--- src/rtl/seq_pkg.sv ---
// seq_pkg: shared types and defaults for the sequence memory / playback slice.
//   seq_state_t : playback FSM states
//   seq_idx_t   : entry index at the default depth
//   max2()      : elaboration-time helper for counter sizing
package seq_pkg;

   localparam int SEQ_DATA_W = 8;
   localparam int SEQ_DEPTH  = 4;
   localparam int SEQ_IDX_W  = $clog2(SEQ_DEPTH);

   typedef logic [SEQ_IDX_W-1:0] seq_idx_t;

   typedef enum logic [1:0] {
      S_IDLE,
      S_SHOW,
      S_GAP,
      S_DONE
   } seq_state_t;

   function automatic int max2(input int a, input int b);
      return (a > b) ? a : b;
   endfunction

endpackage

--- src/rtl/seq_mem_regfile.sv ---
// seq_mem_regfile: DEPTH x DATA_W register file with per-entry written flags.
//   wr_en/wr_idx/wr_data : one write per cycle, sets the entry's valid bit
//   clr                  : clears all valid bits (data untouched); a same-cycle
//                          write still sets its own bit
//   rd_idx/rd_data       : combinational random-access read
//   fetch_idx/fetch_data : combinational read used by the playback engine
//   valid                : per-entry written flags
module seq_mem_regfile
   import seq_pkg::*;
#(
   parameter int DATA_W = SEQ_DATA_W,
   parameter int DEPTH  = SEQ_DEPTH,
   parameter int IDX_W  = SEQ_IDX_W
) (
   input  logic              clk,
   input  logic              rst_n,
   input  logic              wr_en,
   input  logic [IDX_W-1:0]  wr_idx,
   input  logic [DATA_W-1:0] wr_data,
   input  logic              clr,
   input  logic [IDX_W-1:0]  rd_idx,
   output logic [DATA_W-1:0] rd_data,
   input  logic [IDX_W-1:0]  fetch_idx,
   output logic [DATA_W-1:0] fetch_data,
   output logic [DEPTH-1:0]  valid
);

   logic [DEPTH-1:0][DATA_W-1:0] mem;

   always_ff @(posedge clk or negedge rst_n) begin
      if (!rst_n) begin
         mem   <= '0;
         valid <= '0;
      end else begin
         for (int i = 0; i < DEPTH; i++) begin
            // Write wins over clear for its own entry.
            if (wr_en && (wr_idx == IDX_W'(i))) begin
               mem[i]   <= wr_data;
               valid[i] <= 1'b1;
            end else if (clr) begin
               valid[i] <= 1'b0;
            end
         end
      end
   end

   // Registered contents only: a same-cycle write is seen after the edge.
   assign rd_data    = mem[rd_idx];
   assign fetch_data = mem[fetch_idx];

endmodule

--- src/rtl/seq_mem_playback.sv ---
// seq_mem_playback: four-entry sequence memory with random read and timed
// playback of the stored pattern.
//   MEM_IN/MEM_LOAD/MEM_LOAD_VAL : write port; MEM_CLR clears valid flags
//   RD_IDX/RD_DATA               : random-access read, MEM_VALID flags
//   en_PLAY/PLAY_LEN             : start/hold playback, length sampled at start
//   PLAY_OUT/PLAY_VALID/PLAY_IDX : displayed entry (0 when not showing)
//   complete_PLAY                : run finished, held until en_PLAY drops
module seq_mem_playback
   import seq_pkg::*;
#(
   parameter int DATA_W      = SEQ_DATA_W,
   parameter int DEPTH       = SEQ_DEPTH,
   parameter int IDX_W       = SEQ_IDX_W,
   parameter int HOLD_CYCLES = 4,
   parameter int GAP_CYCLES  = 2
) (
   input  logic              clk,
   input  logic              rst_n,
   input  logic [DATA_W-1:0] MEM_IN,
   input  logic              MEM_LOAD,
   input  logic [IDX_W-1:0]  MEM_LOAD_VAL,
   input  logic              MEM_CLR,
   input  logic [IDX_W-1:0]  RD_IDX,
   output logic [DATA_W-1:0] RD_DATA,
   output logic [DEPTH-1:0]  MEM_VALID,
   input  logic              en_PLAY,
   input  logic [IDX_W:0]    PLAY_LEN,
   output logic [DATA_W-1:0] PLAY_OUT,
   output logic              PLAY_VALID,
   output logic [IDX_W-1:0]  PLAY_IDX,
   output logic              complete_PLAY
);

   localparam int CNT_MAX = max2(HOLD_CYCLES, GAP_CYCLES);
   localparam int CNT_W   = (CNT_MAX > 1) ? $clog2(CNT_MAX) : 1;
   localparam logic [CNT_W-1:0] HOLD_LAST = CNT_W'(HOLD_CYCLES - 1);
   localparam logic [CNT_W-1:0] GAP_LAST  = CNT_W'(GAP_CYCLES - 1);
   localparam logic [IDX_W:0]   DEPTH_L   = (IDX_W+1)'(DEPTH);
   localparam logic [IDX_W:0]   ONE_L     = (IDX_W+1)'(1);

   seq_state_t        state;
   logic [CNT_W-1:0]  cnt;
   logic [IDX_W-1:0]  idx;
   logic [IDX_W-1:0]  last_idx;
   logic [IDX_W-1:0]  fetch_idx;
   logic [DATA_W-1:0] fetch_data;
   logic [IDX_W:0]    len_clamp;

   seq_mem_regfile #(
      .DATA_W (DATA_W),
      .DEPTH  (DEPTH),
      .IDX_W  (IDX_W)
   ) u_regfile (
      .clk        (clk),
      .rst_n      (rst_n),
      .wr_en      (MEM_LOAD),
      .wr_idx     (MEM_LOAD_VAL),
      .wr_data    (MEM_IN),
      .clr        (MEM_CLR),
      .rd_idx     (RD_IDX),
      .rd_data    (RD_DATA),
      .fetch_idx  (fetch_idx),
      .fetch_data (fetch_data),
      .valid      (MEM_VALID)
   );

   assign len_clamp = (PLAY_LEN > DEPTH_L) ? DEPTH_L : PLAY_LEN;

   // Entry that becomes visible on the next SHOW entry: 0 from IDLE, idx+1
   // from GAP. Captured into PLAY_OUT on that edge and held for the show.
   assign fetch_idx = (state == S_GAP) ? idx + IDX_W'(1) : '0;

   assign PLAY_IDX = idx;

   always_ff @(posedge clk or negedge rst_n) begin
      if (!rst_n) begin
         state         <= S_IDLE;
         cnt           <= '0;
         idx           <= '0;
         last_idx      <= '0;
         PLAY_OUT      <= '0;
         PLAY_VALID    <= 1'b0;
         complete_PLAY <= 1'b0;
      end else begin
         case (state)
            S_IDLE: begin
               if (en_PLAY) begin
                  cnt <= '0;
                  idx <= '0;
                  if (len_clamp == '0) begin
                     state         <= S_DONE;
                     complete_PLAY <= 1'b1;
                  end else begin
                     // len is 1..DEPTH here, so len-1 fits the index width.
                     last_idx   <= IDX_W'(len_clamp - ONE_L);
                     state      <= S_SHOW;
                     PLAY_OUT   <= fetch_data;
                     PLAY_VALID <= 1'b1;
                  end
               end
            end
            S_SHOW: begin
               if (!en_PLAY) begin
                  state      <= S_IDLE;
                  cnt        <= '0;
                  idx        <= '0;
                  PLAY_OUT   <= '0;
                  PLAY_VALID <= 1'b0;
               end else if (cnt == HOLD_LAST) begin
                  cnt        <= '0;
                  PLAY_OUT   <= '0;
                  PLAY_VALID <= 1'b0;
                  if (idx == last_idx) begin
                     state         <= S_DONE;
                     complete_PLAY <= 1'b1;
                  end else begin
                     state <= S_GAP;
                  end
               end else begin
                  cnt <= cnt + CNT_W'(1);
               end
            end
            S_GAP: begin
               if (!en_PLAY) begin
                  state <= S_IDLE;
                  cnt   <= '0;
                  idx   <= '0;
               end else if (cnt == GAP_LAST) begin
                  cnt        <= '0;
                  idx        <= fetch_idx;
                  state      <= S_SHOW;
                  PLAY_OUT   <= fetch_data;
                  PLAY_VALID <= 1'b1;
               end else begin
                  cnt <= cnt + CNT_W'(1);
               end
            end
            S_DONE: begin
               if (!en_PLAY) begin
                  state         <= S_IDLE;
                  idx           <= '0;
                  complete_PLAY <= 1'b0;
               end
            end
            default: state <= S_IDLE;
         endcase
      end
   end

endmodule

--- config.mk ---
export PLATFORM = sky130hd
export DESIGN_NAME = seq_mem_playback
export DESIGN_NICKNAME = d
export VERILOG_FILES = /design/src/rtl/seq_pkg.sv /design/src/rtl/seq_mem_regfile.sv /design/src/rtl/seq_mem_playback.sv
export SDC_FILE = /design/constraint.sdc
export NUM_CORES = 1
export LEC_CHECK = 0
export CORE_MARGIN = 2
export CORE_UTILIZATION = 42
export DETAILED_ROUTE_END_ITERATION = 7
export GPL_ROUTABILITY_DRIVEN = 1
export HOLD_SLACK_MARGIN = 0.1
export PLACE_DENSITY = 0.67
export SLEW_MARGIN = 0
export SYNTH_ARGS = -nofsm -noshare
export SYNTH_HDL_FRONTEND = slang
export SYNTH_SLANG_ARGS = --single-unit
--- constraint.sdc ---
create_clock -name clk -period 2.2 [get_ports clk]
set_input_delay 0.66 -clock clk [delete_from_list [all_inputs] [get_ports clk]]
set_output_delay 0.66 -clock clk [all_outputs]
set_load 0.05 [all_outputs]
==> parameters.txt, run 1 <==
Parameter                              Value

STA
  Maximum clock skew at final layout    11.57 ps
  Slew at the pin closest to its max-slew limit    493.5 ps
  Min Clock Period, post-route    2214 ps
  Final hold viol count    0
  Unrepaired setup endpoints after global routing    true
  Slew HR    67.00%
  Smallest setup slack after layout    -13.80 ps
  Part of the cycle the worst path needs    100.6%
  Highest clock rate    451.7 MHz
  Hold slack    318.9 ps
  Count of endpoints failing setup in the final report    2
  Max-slew violation count    0

Setup path
  Endpoint required time on the critical path    2400 ps
  CP top delay family    simple AND/OR/NAND/NOR gates
  Reg2Reg Capture Point    PLAY_OUT[3]
  CP bufs+invs    2
  Slowest cell on the critical path    sky130_fd_sc_hd__clkdlybuf4s50_1
  Endpoint arrival time on the critical path    2410 ps
  Worst r2r path cells    7
  Worst-path cell chain    clkdlybuf4s50_1 > nand2b_1 > ha_2 > nand2b_1 > nor2_1 > or4_4 > buf_4 > mux2_4
  Dominant cell type by count on the critical path    sky130_fd_sc_hd__nand2b_1
  Worst reg2reg path startpoint    state[0]
  Classification of the worst setup path    in2reg
  Type of origin of the critical path    input port
  Kind of end point of the critical path    flop
  CP peak stage delay    460 ps
  Worst R2R Setup Slack    120 ps
  Peak fanout along the critical path    2

GRT
  Total congestion overflow    0
  Largest net degree at the start of global routing    55
  Via count of the first global-routing pass    2122
  Number of antenna violations at the first check in global routing    0
  Total Routing Usage GR    17.97%
  Wire length of the first global-routing pass    10450 um

Logic synthesis
  Share of synthesized area occupied by flip-flops and latches    48.24%
  Average footprint of a synthesized cell    12.13 um^2
  EDFF count, synth    0
  Warnings from Yosys    0
  Synthesized area    2801 um^2
  Share of synthesized registers carrying an async set or reset    100.0%
  Count of mapped cells out of synthesis    231
  Top_reg_cell synth    sky130_fd_sc_hd__dfrtp_1
  Net count of the mapped netlist    260
  Synth cell types    43
  FF+latch count, synth    54

Clocking
  Master cell of the clock root buffer    sky130_fd_sc_hd__clkbuf_8
  Clk buf depth    2
  # H-tree levels    2
  TritonCTS clock tree    done
  Sink count of the clock tree    54
  Total CTS buffers    5
  Clock insertion delay at the later pin of the skew report    310 ps
  Clock transition time at the flip-flop clock pins of the worst setup and hold paths    100 ps

Detailed routing
  Drt total wl    6148 um
  Total vias in the final route    2068
  DRC violations left    0
  Avg WL per Cell    16.26 um
  Antenna viol nets, final    0
  Number of DRC markers in iteration 0    76
  First-pass iteration count of the detailed router    5
  Vias per std cell    5.471

Layout
  Area growth, synth to finish    30.01%
  Post-layout net count    329
  Layout fillers    561
  Fraction of final layout cells with drive strength greater than 1    33.22%
  Multi-input gate area in the final layout    1371 um^2
  Area occupied by registers    1351 um^2
  Final std cells w/o fill    378
  Final non-filler cell area    3642 um^2
  Most common library cell in the layout ignoring fill and taps    sky130_fd_sc_hd__dfrtp_1
  Total inserted antenna cells    0
  Most used cells in the layout excluding fill and tap cells    54 x sky130_fd_sc_hd__dfrtp_1, 32 x sky130_fd_sc_hd__buf_4, 27 x sky130_fd_sc_hd__mux2_2

Run status
  Run status    complete, but fails checks
  Violations in the final reports    negative setup slack

Die
  Starting Density    43.87%
  Die ar.    7339 um^2
  # rows    29
  Placeable core area    6386 um^2
  Number of top-level design ports    44
  Die boundary height    85.67 um
  X dimension of the die    85.67 um

Place
  Detailed Place HPWL    4458 um
  Count of input and output buffers    43
  # placed instances    369
  Dpl cell area    3510 um^2
  GP Congestion    0.8744

Pwr
  Power density normalized to cell area    1101 nW/um^2
  Worst voltage drop across the vdd grid    0.7324 mV
  Leakage    1.636 nW

Worst hold path
  Min-Delay Path Class    in2async

Run
  Count of max-cap constraint violations    0
## sequential cells by signal, indices dropped and copies added, names as in the netlist
register / flops
u_regfile.mem: 32
PLAY_VALID: 1
state: 2
cnt: 2
PLAY_IDX: 2
complete_PLAY: 1
PLAY_OUT: 8
last_idx: 2
u_regfile.valid: 4
## report_power, final
part / total [mW] / internal (mW) / leakage [nW] / switching (mW)
logic: 2.02 / 0.913 / 0.940 / 1.11
registers: 1.43 / 1.24 / 0.655 / 0.186
clock network: 0.564 / 0.230 / 0.0418 / 0.334
total: 4.01 / 2.38 / 1.64 / 1.63
## what timing repair did
action | 4_1_cts | 5_1_grt
gates cloned | 0 | 0
buffers inserted | 1 | 1
endpoints found under the setup margin | 17 | 3
hold buffers | 0 | 0
gates resized for setup | 24 | 2
## synth_stat cells, types with 2 or more instances
cell type	count	area (um^2)
sky130_fd_sc_hd__nand2b_1	7	43.79
sky130_fd_sc_hd__xor2_1	2	17.52
sky130_fd_sc_hd__nand3b_1	2	15.01
sky130_fd_sc_hd__nor2b_1	3	18.77
sky130_fd_sc_hd__o31ai_1	2	15.01
sky130_fd_sc_hd__nand2_1	9	33.78
sky130_fd_sc_hd__nor2_1	13	48.80
sky130_fd_sc_hd__a22o_1	6	52.55
sky130_fd_sc_hd__mux2_2	27	304.0
sky130_fd_sc_hd__mux2i_1	2	20.02
sky130_fd_sc_hd__a21oi_1	9	45.04
sky130_fd_sc_hd__inv_2	2	7.510
sky130_fd_sc_hd__ha_1	9	112.6
sky130_fd_sc_hd__clkbuf_1	5	18.77
sky130_fd_sc_hd__o21ai_0	7	35.03
sky130_fd_sc_hd__buf_2	3	15.01
sky130_fd_sc_hd__inv_1	12	45.04
sky130_fd_sc_hd__mux4_2	8	180.2
sky130_fd_sc_hd__a21o_1	3	22.52
sky130_fd_sc_hd__dfrtp_1	54	1351
sky130_fd_sc_hd__o21ai_1	2	10.01
sky130_fd_sc_hd__a2111oi_0	3	26.28
sky130_fd_sc_hd__nor3_1	3	15.01
sky130_fd_sc_hd__o22ai_1	7	43.79
sky130_fd_sc_hd__mux2_4	2	30.03
sky130_fd_sc_hd__nand3_1	2	10.01
sky130_fd_sc_hd__mux2_1	11	123.9
## cell type report
class                           instances  area share, %
Multi-Input combinational cell        154          37.65
Sequential cell                        54          37.10
Timing Repair Buffer                   71          18.72
Tap cell                               77          2.645
Clock buffer                            6          1.992
Inverter                               14          1.443
Clock inverter                          2         0.4466
## routing by layer
metal,part of all wire [%],vias up,track usage [%]
met5,0,-,0
met4,0.85,0,4.185
met3,4.9,5,3.754
met2,48,45,29.05
met1,46,1038,25.06
li1,-,980,-
## cells by family (layout without fill, tap and decap cells)
kind of cell | count (synthesis) | after routing | synth area share, %
compound gates | 49 | 49 | 11.97
xor+xnor | 2 | 2 | 0.6254
fa+ha+maj | 9 | 9 | 4.020
buf+inv | 23 | 93 | 3.350
flops | 54 | 54 | 48.24
mux | 50 | 50 | 23.49
simple gates | 44 | 44 | 8.307
## worst reg2reg max path: cells and delay by family (launching register included)
family	cells	cell delay, ps
and+or+nand+nor	1	530
DFF	1	410
buffers and inverters	3	370
muxes	1	290
adders and majority gates	1	260
AOI/OAI and AO/OA	1	100
## worst max path at each step
stage,start,end,slack (ps),depth (start not counted)
3_5_place_dp,RD_IDX[1],RD_DATA[4],-490,4
6_report,PLAY_LEN[1],PLAY_OUT[3],-10,8
2_1_floorplan,RD_IDX[0],RD_DATA[3],10,2
4_1_cts,state[0],PLAY_OUT[7],4,8
3_3_place_gp,RD_IDX[1],RD_DATA[4],-490,4
5_1_grt,PLAY_LEN[1],PLAY_OUT[7],-30,8
## stage by stage
stage | total power, mW | setup TNS, ps | setup slack (ps) | util [%]
2_1_floorplan | 2.719 | 0 | 14.10 | -
4_1_cts | 4.035 | 0 | 4.379 | 56.86
6_report | 4.010 | -26.09 | -13.80 | 57.03
3_3_place_gp | 3.385 | -7564 | -492.1 | 54.96
5_1_grt | 4.261 | -49.05 | -29.56 | 57.03
3_5_place_dp | 3.411 | -8107 | -493.4 | 54.96
No activity file was read; power rests on OpenSTA's default activity.
==> run 2: changes to the inputs <==
--- a/config.mk
+++ b/config.mk
@@ -5,7 +5,7 @@
 export SDC_FILE = /design/constraint.sdc
 export NUM_CORES = 1
 export LEC_CHECK = 0
-export CORE_MARGIN = 2
+export ABC_AREA = 0
 export CORE_UTILIZATION = 42
 export DETAILED_ROUTE_END_ITERATION = 7
 export GPL_ROUTABILITY_DRIVEN = 1
==> parameters.txt, run 2 (same netlist as run 1, synthesis figures left out) <==
Parameter                              Value

Run status
  Run status    completed (was complete, but fails checks)

Die
  Number of top-level design ports    44 (unchanged)
  X dimension of the die    83.67 um (was 85.67 um)
  Die ar.    7001 um^2 (was 7339 um^2)
  Placeable core area    6386 um^2 (unchanged)
  Die boundary height    83.67 um (was 85.67 um)
  Starting Density    43.87% (unchanged)
  # rows    29 (unchanged)

Layout
  Multi-input gate area in the final layout    1384 um^2 (was 1371 um^2)
  Fin util    57.70% (was 57.03%)
  Final non-filler cell area    3685 um^2 (was 3642 um^2)
  Area occupied by registers    1351 um^2 (unchanged)
  Fraction of final layout cells with drive strength greater than 1    33.66% (was 33.22%)
  Max FFs per register    32 (unchanged)
  Registers with the highest flip-flop counts    u_regfile.mem (32), PLAY_OUT (8), u_regfile.valid (4) (unchanged)
  Most common library cell in the layout ignoring fill and taps    sky130_fd_sc_hd__dfrtp_1 (unchanged)
  Most flop-heavy register    u_regfile.mem (unchanged)
  Most used cells in the layout excluding fill and tap cells    54 x sky130_fd_sc_hd__dfrtp_1, 29 x sky130_fd_sc_hd__buf_4, 27 x sky130_fd_sc_hd__mux2_2 (was 54 x sky130_fd_sc_hd__dfrtp_1, 32 x sky130_fd_sc_hd__buf_4, 27 x sky130_fd_sc_hd__mux2_2)
  Layout fillers    556 (was 561)
  Total inserted antenna cells    0 (unchanged)
  Area growth, synth to finish    31.53% (was 30.01%)
  Post-layout net count    331 (was 329)

Clocking
  Sink count of the clock tree    54 (unchanged)
  Master cell of the clock root buffer    sky130_fd_sc_hd__clkbuf_8 (unchanged)
  TritonCTS clock tree    done (unchanged)
  Clock transition time at the flip-flop clock pins of the worst setup and hold paths    100 ps (about the same)
  Total CTS buffers    5 (unchanged)
  Clock insertion delay at the later pin of the skew report    320 ps (was 310 ps)
  Clk buf depth    2 (unchanged)
  # H-tree levels    2 (unchanged)

GRT
  Total congestion overflow    0 (unchanged)
  Total Routing Usage GR    19.41% (was 17.97%)
  Via count of the first global-routing pass    2098 (was 2122)
  Number of antenna violations at the first check in global routing    0 (unchanged)
  Wire length of the first global-routing pass    10580 um (was 10450 um)
  Largest net degree at the start of global routing    55 (unchanged)

STA
  Max-slew violation count    0 (unchanged)
  Slew HR    64.78% (was 67.00%)
  Accumulated negative setup slack    0 ps (was -26.09 ps)
  Part of the cycle the worst path needs    99.13% (was 100.6%)
  Slew at the pin closest to its max-slew limit    514.9 ps (was 493.5 ps)
  Count of endpoints failing setup in the final report    0 (was 2)
  Final hold viol count    0 (unchanged)
  Highest clock rate    458.5 MHz (was 451.7 MHz)
  Min Clock Period, post-route    2181 ps (was 2214 ps)
  Unrepaired setup endpoints after global routing    true (unchanged)
  Maximum clock skew at final layout    11.44 ps (was 11.57 ps)
  Hold slack    307.2 ps (was 318.9 ps)

Setup path
  Type of origin of the critical path    input port (unchanged)
  Classification of the worst setup path    in2reg (unchanged)
  Kind of end point of the critical path    flop (unchanged)
  CP bufs+invs    2 (unchanged)
  CP top delay family    simple AND/OR/NAND/NOR gates (unchanged)
  Endpoint arrival time on the critical path    2380 ps (was 2410 ps)
  Worst reg2reg path startpoint    state[0] (unchanged)
  Worst-path cell chain    clkdlybuf4s50_1 > nand2b_1 > ha_2 > nand2b_4 > nor2_1 > or4_4 > buf_6 > mux2_4 (was clkdlybuf4s50_1 > nand2b_1 > ha_2 > nand2b_1 > nor2_1 > or4_4 > buf_4 > mux2_4)
  Worst r2r path cells    7 (unchanged)
  Slowest cell on the critical path    sky130_fd_sc_hd__clkdlybuf4s50_1 (unchanged)
  Reg2Reg Capture Point    PLAY_OUT[7] (was PLAY_OUT[3])
  CP peak stage delay    460 ps (about the same)
  Peak fanout along the critical path    8 (was 2)
  Worst R2R Setup Slack    130 ps (was 120 ps)
  Endpoint required time on the critical path    2400 ps (about the same)

Detailed routing
  Vias per std cell    5.497 (was 5.471)
  Antenna viol nets, final    0 (unchanged)
  Number of DRC markers in iteration 0    108 (was 76)
  First-pass iteration count of the detailed router    4 (was 5)
  Avg WL per Cell    16.77 um (was 16.26 um)
  DRC violations left    0 (unchanged)
  Drt total wl    6372 um (was 6148 um)
  Total vias in the final route    2089 (was 2068)

Place
  Count of input and output buffers    43 (unchanged)
  Dpl cell area    3530 um^2 (was 3510 um^2)
  Detailed Place HPWL    4601 um (was 4458 um)
  GP Congestion    0.8955 (was 0.8744)

Run
  Count of max-cap constraint violations    0 (unchanged)

Pwr
  Power density normalized to cell area    1105 nW/um^2 (was 1101 nW/um^2)
  Leakage    1.668 nW (was 1.636 nW)
  Worst voltage drop across the vdd grid    0.7922 mV (was 0.7324 mV)
  Total Power    4.072 mW (was 4.010 mW)

Worst hold path
  Min-Delay Path Class    in2async (unchanged)
run 2: changes by cell type in the layout (fill, tap and decap cells not counted):
cell	change
sky130_fd_sc_hd__a2111oi_1	-1
sky130_fd_sc_hd__a2111oi_2	+1
sky130_fd_sc_hd__buf_4	-3
sky130_fd_sc_hd__buf_6	+4
sky130_fd_sc_hd__buf_8	-1
sky130_fd_sc_hd__clkdlybuf4s50_1	+1
sky130_fd_sc_hd__dlymetal6s2s_1	+1
sky130_fd_sc_hd__nand2b_1	-1
sky130_fd_sc_hd__nand2b_4	+1
run 2: stage by stage:
step | setup slack, ps | std cells
2_1_floorplan | 14.10 | 231
3_3_place_gp | -490.1 | 371
3_5_place_dp | -493.0 | 371
4_1_cts | -25.68 | 381
5_1_grt | -24.22 | 380
6_report | 19.06 | 380
run 2: worst reg2reg max path, cell delays in order (launching register included):
cell	delay [ps]
sky130_fd_sc_hd__dfrtp_1	410
sky130_fd_sc_hd__inv_1	90
sky130_fd_sc_hd__ha_1	290
sky130_fd_sc_hd__inv_2	100
sky130_fd_sc_hd__a22oi_2	80
sky130_fd_sc_hd__or4_4	540
sky130_fd_sc_hd__buf_6	160
sky130_fd_sc_hd__mux2_4	290
run 2: layer usage:
metal  wire [um]  share of wire, %  GRT usage (%)  up-vias
li1            -                 -              -      991
met1        2884                45          26.25     1036
met2        3123                49          30.97       52
met3         275               4.3          4.748       10
met4          89               1.4          5.855        0
met5           0                 0              0        -
run 2: layout make-up:
cell class	count	share of cell area (%)
clock buffers	6	1.969
clock inverters	2	0.4414
inverters	14	1.426
multi-input cells	154	37.56
flip-flops and latches	54	36.67
well taps	77	2.615
repair buffers	73	19.32
run 2: repair_timing:
action / 4_1_cts / 5_1_grt
hold buffers: 0 / 0
gates resized for setup: 26 / 5
setup buffers: 2 / 0
endpoints found under the hold margin: 0 / 0
setup endpoints to repair: 17 / 15
run 2: worst max path at each step:
stage                            from           to  depth (start not counted)
final                     PLAY_LEN[1]  PLAY_OUT[7]                          8
after global routing      PLAY_LEN[1]  PLAY_OUT[7]                          8
after floorplan             RD_IDX[0]   RD_DATA[3]                          2
after CTS                   RD_IDX[1]   RD_DATA[4]                          4
after detailed placement    RD_IDX[1]   RD_DATA[4]                          4
after global placement      RD_IDX[1]   RD_DATA[5]                          4
run 2: power breakdown:
group / internal [mW] / switching (mW)
clock: 0.230 / 0.349
sequential: 1.24 / 0.188
combinational: 0.939 / 1.13
==> run 3: changes to the inputs <==
--- a/config.mk
+++ b/config.mk
@@ -8,9 +8,8 @@
 export ABC_AREA = 0
 export CORE_UTILIZATION = 42
 export DETAILED_ROUTE_END_ITERATION = 7
-export GPL_ROUTABILITY_DRIVEN = 1
 export HOLD_SLACK_MARGIN = 0.1
-export PLACE_DENSITY = 0.67
+export RECOVER_POWER = 25
 export SLEW_MARGIN = 0
 export SYNTH_ARGS = -nofsm -noshare
 export SYNTH_HDL_FRONTEND = slang
==> constraint.sdc (replaced) <==
create_clock -name clk -period 2.35 [get_ports clk]
set_input_delay 0.705 -clock clk [delete_from_list [all_inputs] [get_ports clk]]
set_output_delay 0.705 -clock clk [all_outputs]
set_load 0.05 [all_outputs]
==> parameters.txt, run 3 (same netlist as run 1, synthesis figures left out) <==
Parameter                              Value

Setup path
  Kind of end point of the critical path    primary output (was flop)
  Endpoint arrival time on the critical path    1610 ps (was 2380 ps)
  Endpoint required time on the critical path    1640 ps (was 2400 ps)
  Classification of the worst setup path    in2out (was in2reg)
  Type of origin of the critical path    input port (unchanged)
  Peak fanout along the critical path    7 (was 8)

Pwr
  Worst voltage drop across the vdd grid    0.7030 mV (was 0.7922 mV)
  Leakage    1.638 nW (was 1.668 nW)
  Power density normalized to cell area    1025 nW/um^2 (was 1105 nW/um^2)
  Comb power frac    50.8% (was 50.7%)
  Total Power    3.756 mW (was 4.072 mW)
  Share of total power in the clock network    13.4% (was 14.2%)
  Part of the power in registers    35.8% (was 35.0%)
  Switching power    1.523 mW (was 1.664 mW)
  Int Pwr    2.233 mW (was 2.408 mW)
  Net switching share of the total power    40.56% (was 40.86%)

Detailed routing
  Antenna viol nets, final    0 (unchanged)
  First-pass iteration count of the detailed router    5 (was 4)
  Drt total wl    6395 um (was 6372 um)
  DRC violations left    0 (unchanged)
  Number of DRC markers in iteration 0    52 (was 108)
  Avg WL per Cell    16.78 um (was 16.77 um)
  Total vias in the final route    2072 (was 2089)
  Vias per std cell    5.438 (was 5.497)

GRT
  Wire length of the first global-routing pass    10950 um (was 10580 um)
  Number of antenna violations at the first check in global routing    0 (unchanged)
  Via count of the first global-routing pass    2101 (was 2098)
  Total congestion overflow    0 (unchanged)
  Total Routing Usage GR    19.58% (was 19.41%)
  Largest net degree at the start of global routing    36 (was 55)

STA
  Maximum clock skew at final layout    6.536 ps (was 11.44 ps)
  Slew HR    22.41% (was 64.78%)
  Slew at the pin closest to its max-slew limit    1164 ps (was 514.9 ps)
  Min Clock Period, post-route    2315 ps
  Final hold viol count    0 (unchanged)
  Highest clock rate    431.9 MHz
  Part of the cycle the worst path needs    98.51%
  Unrepaired setup endpoints after global routing    false (was true)
  Smallest setup slack after layout    34.91 ps (was 19.06 ps)
  Count of endpoints failing setup in the final report    0 (unchanged)
  Max-slew violation count    0 (unchanged)

Layout
  Layout fillers    571 (was 556)
  Fraction of final layout cells with drive strength greater than 1    32.24% (was 33.66%)
  Most common library cell in the layout ignoring fill and taps    sky130_fd_sc_hd__dfrtp_1 (unchanged)
  Most flop-heavy register    u_regfile.mem (unchanged)
  Area growth, synth to finish    30.82% (was 31.53%)
  Max FFs per register    32 (unchanged)
  Post-layout net count    333 (was 331)
  Registers with the highest flip-flop counts    u_regfile.mem (32), PLAY_OUT (8), u_regfile.valid (4) (unchanged)
  Most used cells in the layout excluding fill and tap cells    54 x sky130_fd_sc_hd__dfrtp_1, 32 x sky130_fd_sc_hd__buf_4, 28 x sky130_fd_sc_hd__clkdlybuf4s50_1 (was 54 x sky130_fd_sc_hd__dfrtp_1, 29 x sky130_fd_sc_hd__buf_4, 27 x sky130_fd_sc_hd__mux2_2)
  Total inserted antenna cells    0 (unchanged)

Die
  Number of top-level design ports    44 (unchanged)
  Die boundary height    83.67 um (unchanged)
  # rows    29 (unchanged)
  Die ar.    7001 um^2 (unchanged)
  X dimension of the die    83.67 um (unchanged)
  Placeable core area    6386 um^2 (unchanged)
  Starting Density    43.87% (unchanged)

Clocking
  Clock insertion delay at the later pin of the skew report    300 ps (was 320 ps)
  Sink count of the clock tree    54 (unchanged)
  Master cell of the clock root buffer    sky130_fd_sc_hd__clkbuf_8 (unchanged)
  Clock transition time at the flip-flop clock pins of the worst setup and hold paths    90 ps (was 100 ps)
  Total CTS buffers    5 (unchanged)
  Number of buffers inserted by hold repair at cts    0 (unchanged)
  TritonCTS clock tree    done (unchanged)
  Clk buf depth    2 (unchanged)
  # H-tree levels    2 (unchanged)

Worst hold path
  Min-Delay Path Class    reg2reg (was in2async)

Place
  Post-place setup slack    -427.7 ps (was -493.0 ps)
  Count of input and output buffers    43 (unchanged)
  Detailed Place HPWL    4607 um (was 4601 um)
  GP Congestion    0.8532 (was 0.8955)

Run status
  Run status    completed (unchanged)

Run
  Count of max-cap constraint violations    0 (unchanged)
run 3: area by class of cell:
class                   instances  area, um^2  area share (%)
clock buffers                   5       68.82           1.878
inverters                      14       52.55           1.434
repair buffers                 75       710.7           19.39
well taps                      77       96.34           2.629
multi-input cells             154        1371           37.42
clock inverters                 2       13.76          0.3756
flip-flops and latches         54        1351           36.87
run 3: what timing repair did:
| item | in CTS | in global routing |
|---|---|---|
| gates cloned | 1 | 0 |
| gates resized for setup | 19 | 3 |
| setup buffers | 1 | 0 |
| endpoints found under the setup margin | 10 | 8 |
run 3: path summary, 6_finish.rpt:
kind | startpoint | end | slack [ps] | cells past startpoint
worst max-delay path | RD_IDX[1] | RD_DATA[4] | 30 | 4
worst min-delay path | PLAY_VALID | PLAY_VALID | 480 | 1
worst max register to register | state[0] | PLAY_OUT[7] | 230 | 8
worst min register to register | PLAY_VALID | PLAY_VALID | 480 | 1
max in group asynchronous | rst_n | u_regfile.mem[0] | 970 | 2
min in group asynchronous | rst_n | state[0] | 610 | 1
run 3: per-layer routing:
layer,vias to the layer above,global-route usage (%),routed length (um)
li1,989,-,-
met1,1029,29.08,3147
met2,52,30.67,2985
met3,2,2.967,232
met4,0,3.698,29
met5,-,0,0
run 3: power by group through the flow:
stage | registers (mW) | clock network [mW] | logic [mW]
final | 1.34 | 0.505 | 1.91
after CTS | 1.34 | 0.530 | 1.91
after detailed placement | 1.36 | 0 | 1.84
after floorplan | 1.59 | 0 | 0.957
after global routing | 1.38 | 0.550 | 2.05
after global placement | 1.36 | 0 | 1.83
run 3: critical path, cell delays in order:
cell	delay [ps]
sky130_fd_sc_hd__buf_6	70
sky130_fd_sc_hd__buf_12	120
sky130_fd_sc_hd__mux4_2	540
sky130_fd_sc_hd__buf_8	170
run 3: stage by stage:
stage	hold WS (ps)	setup TNS [ps]	std cells	util [%]	instance area [um^2]
after global placement	462.3	-5694	372	55.31	3532
after global routing	513.3	0	381	57.39	3665
after detailed placement	468.5	-5904	372	55.31	3532
after floorplan	409.4	0	231	-	2804
after CTS	363.5	0	381	57.31	3660
final	483.0	0	381	57.39	3665
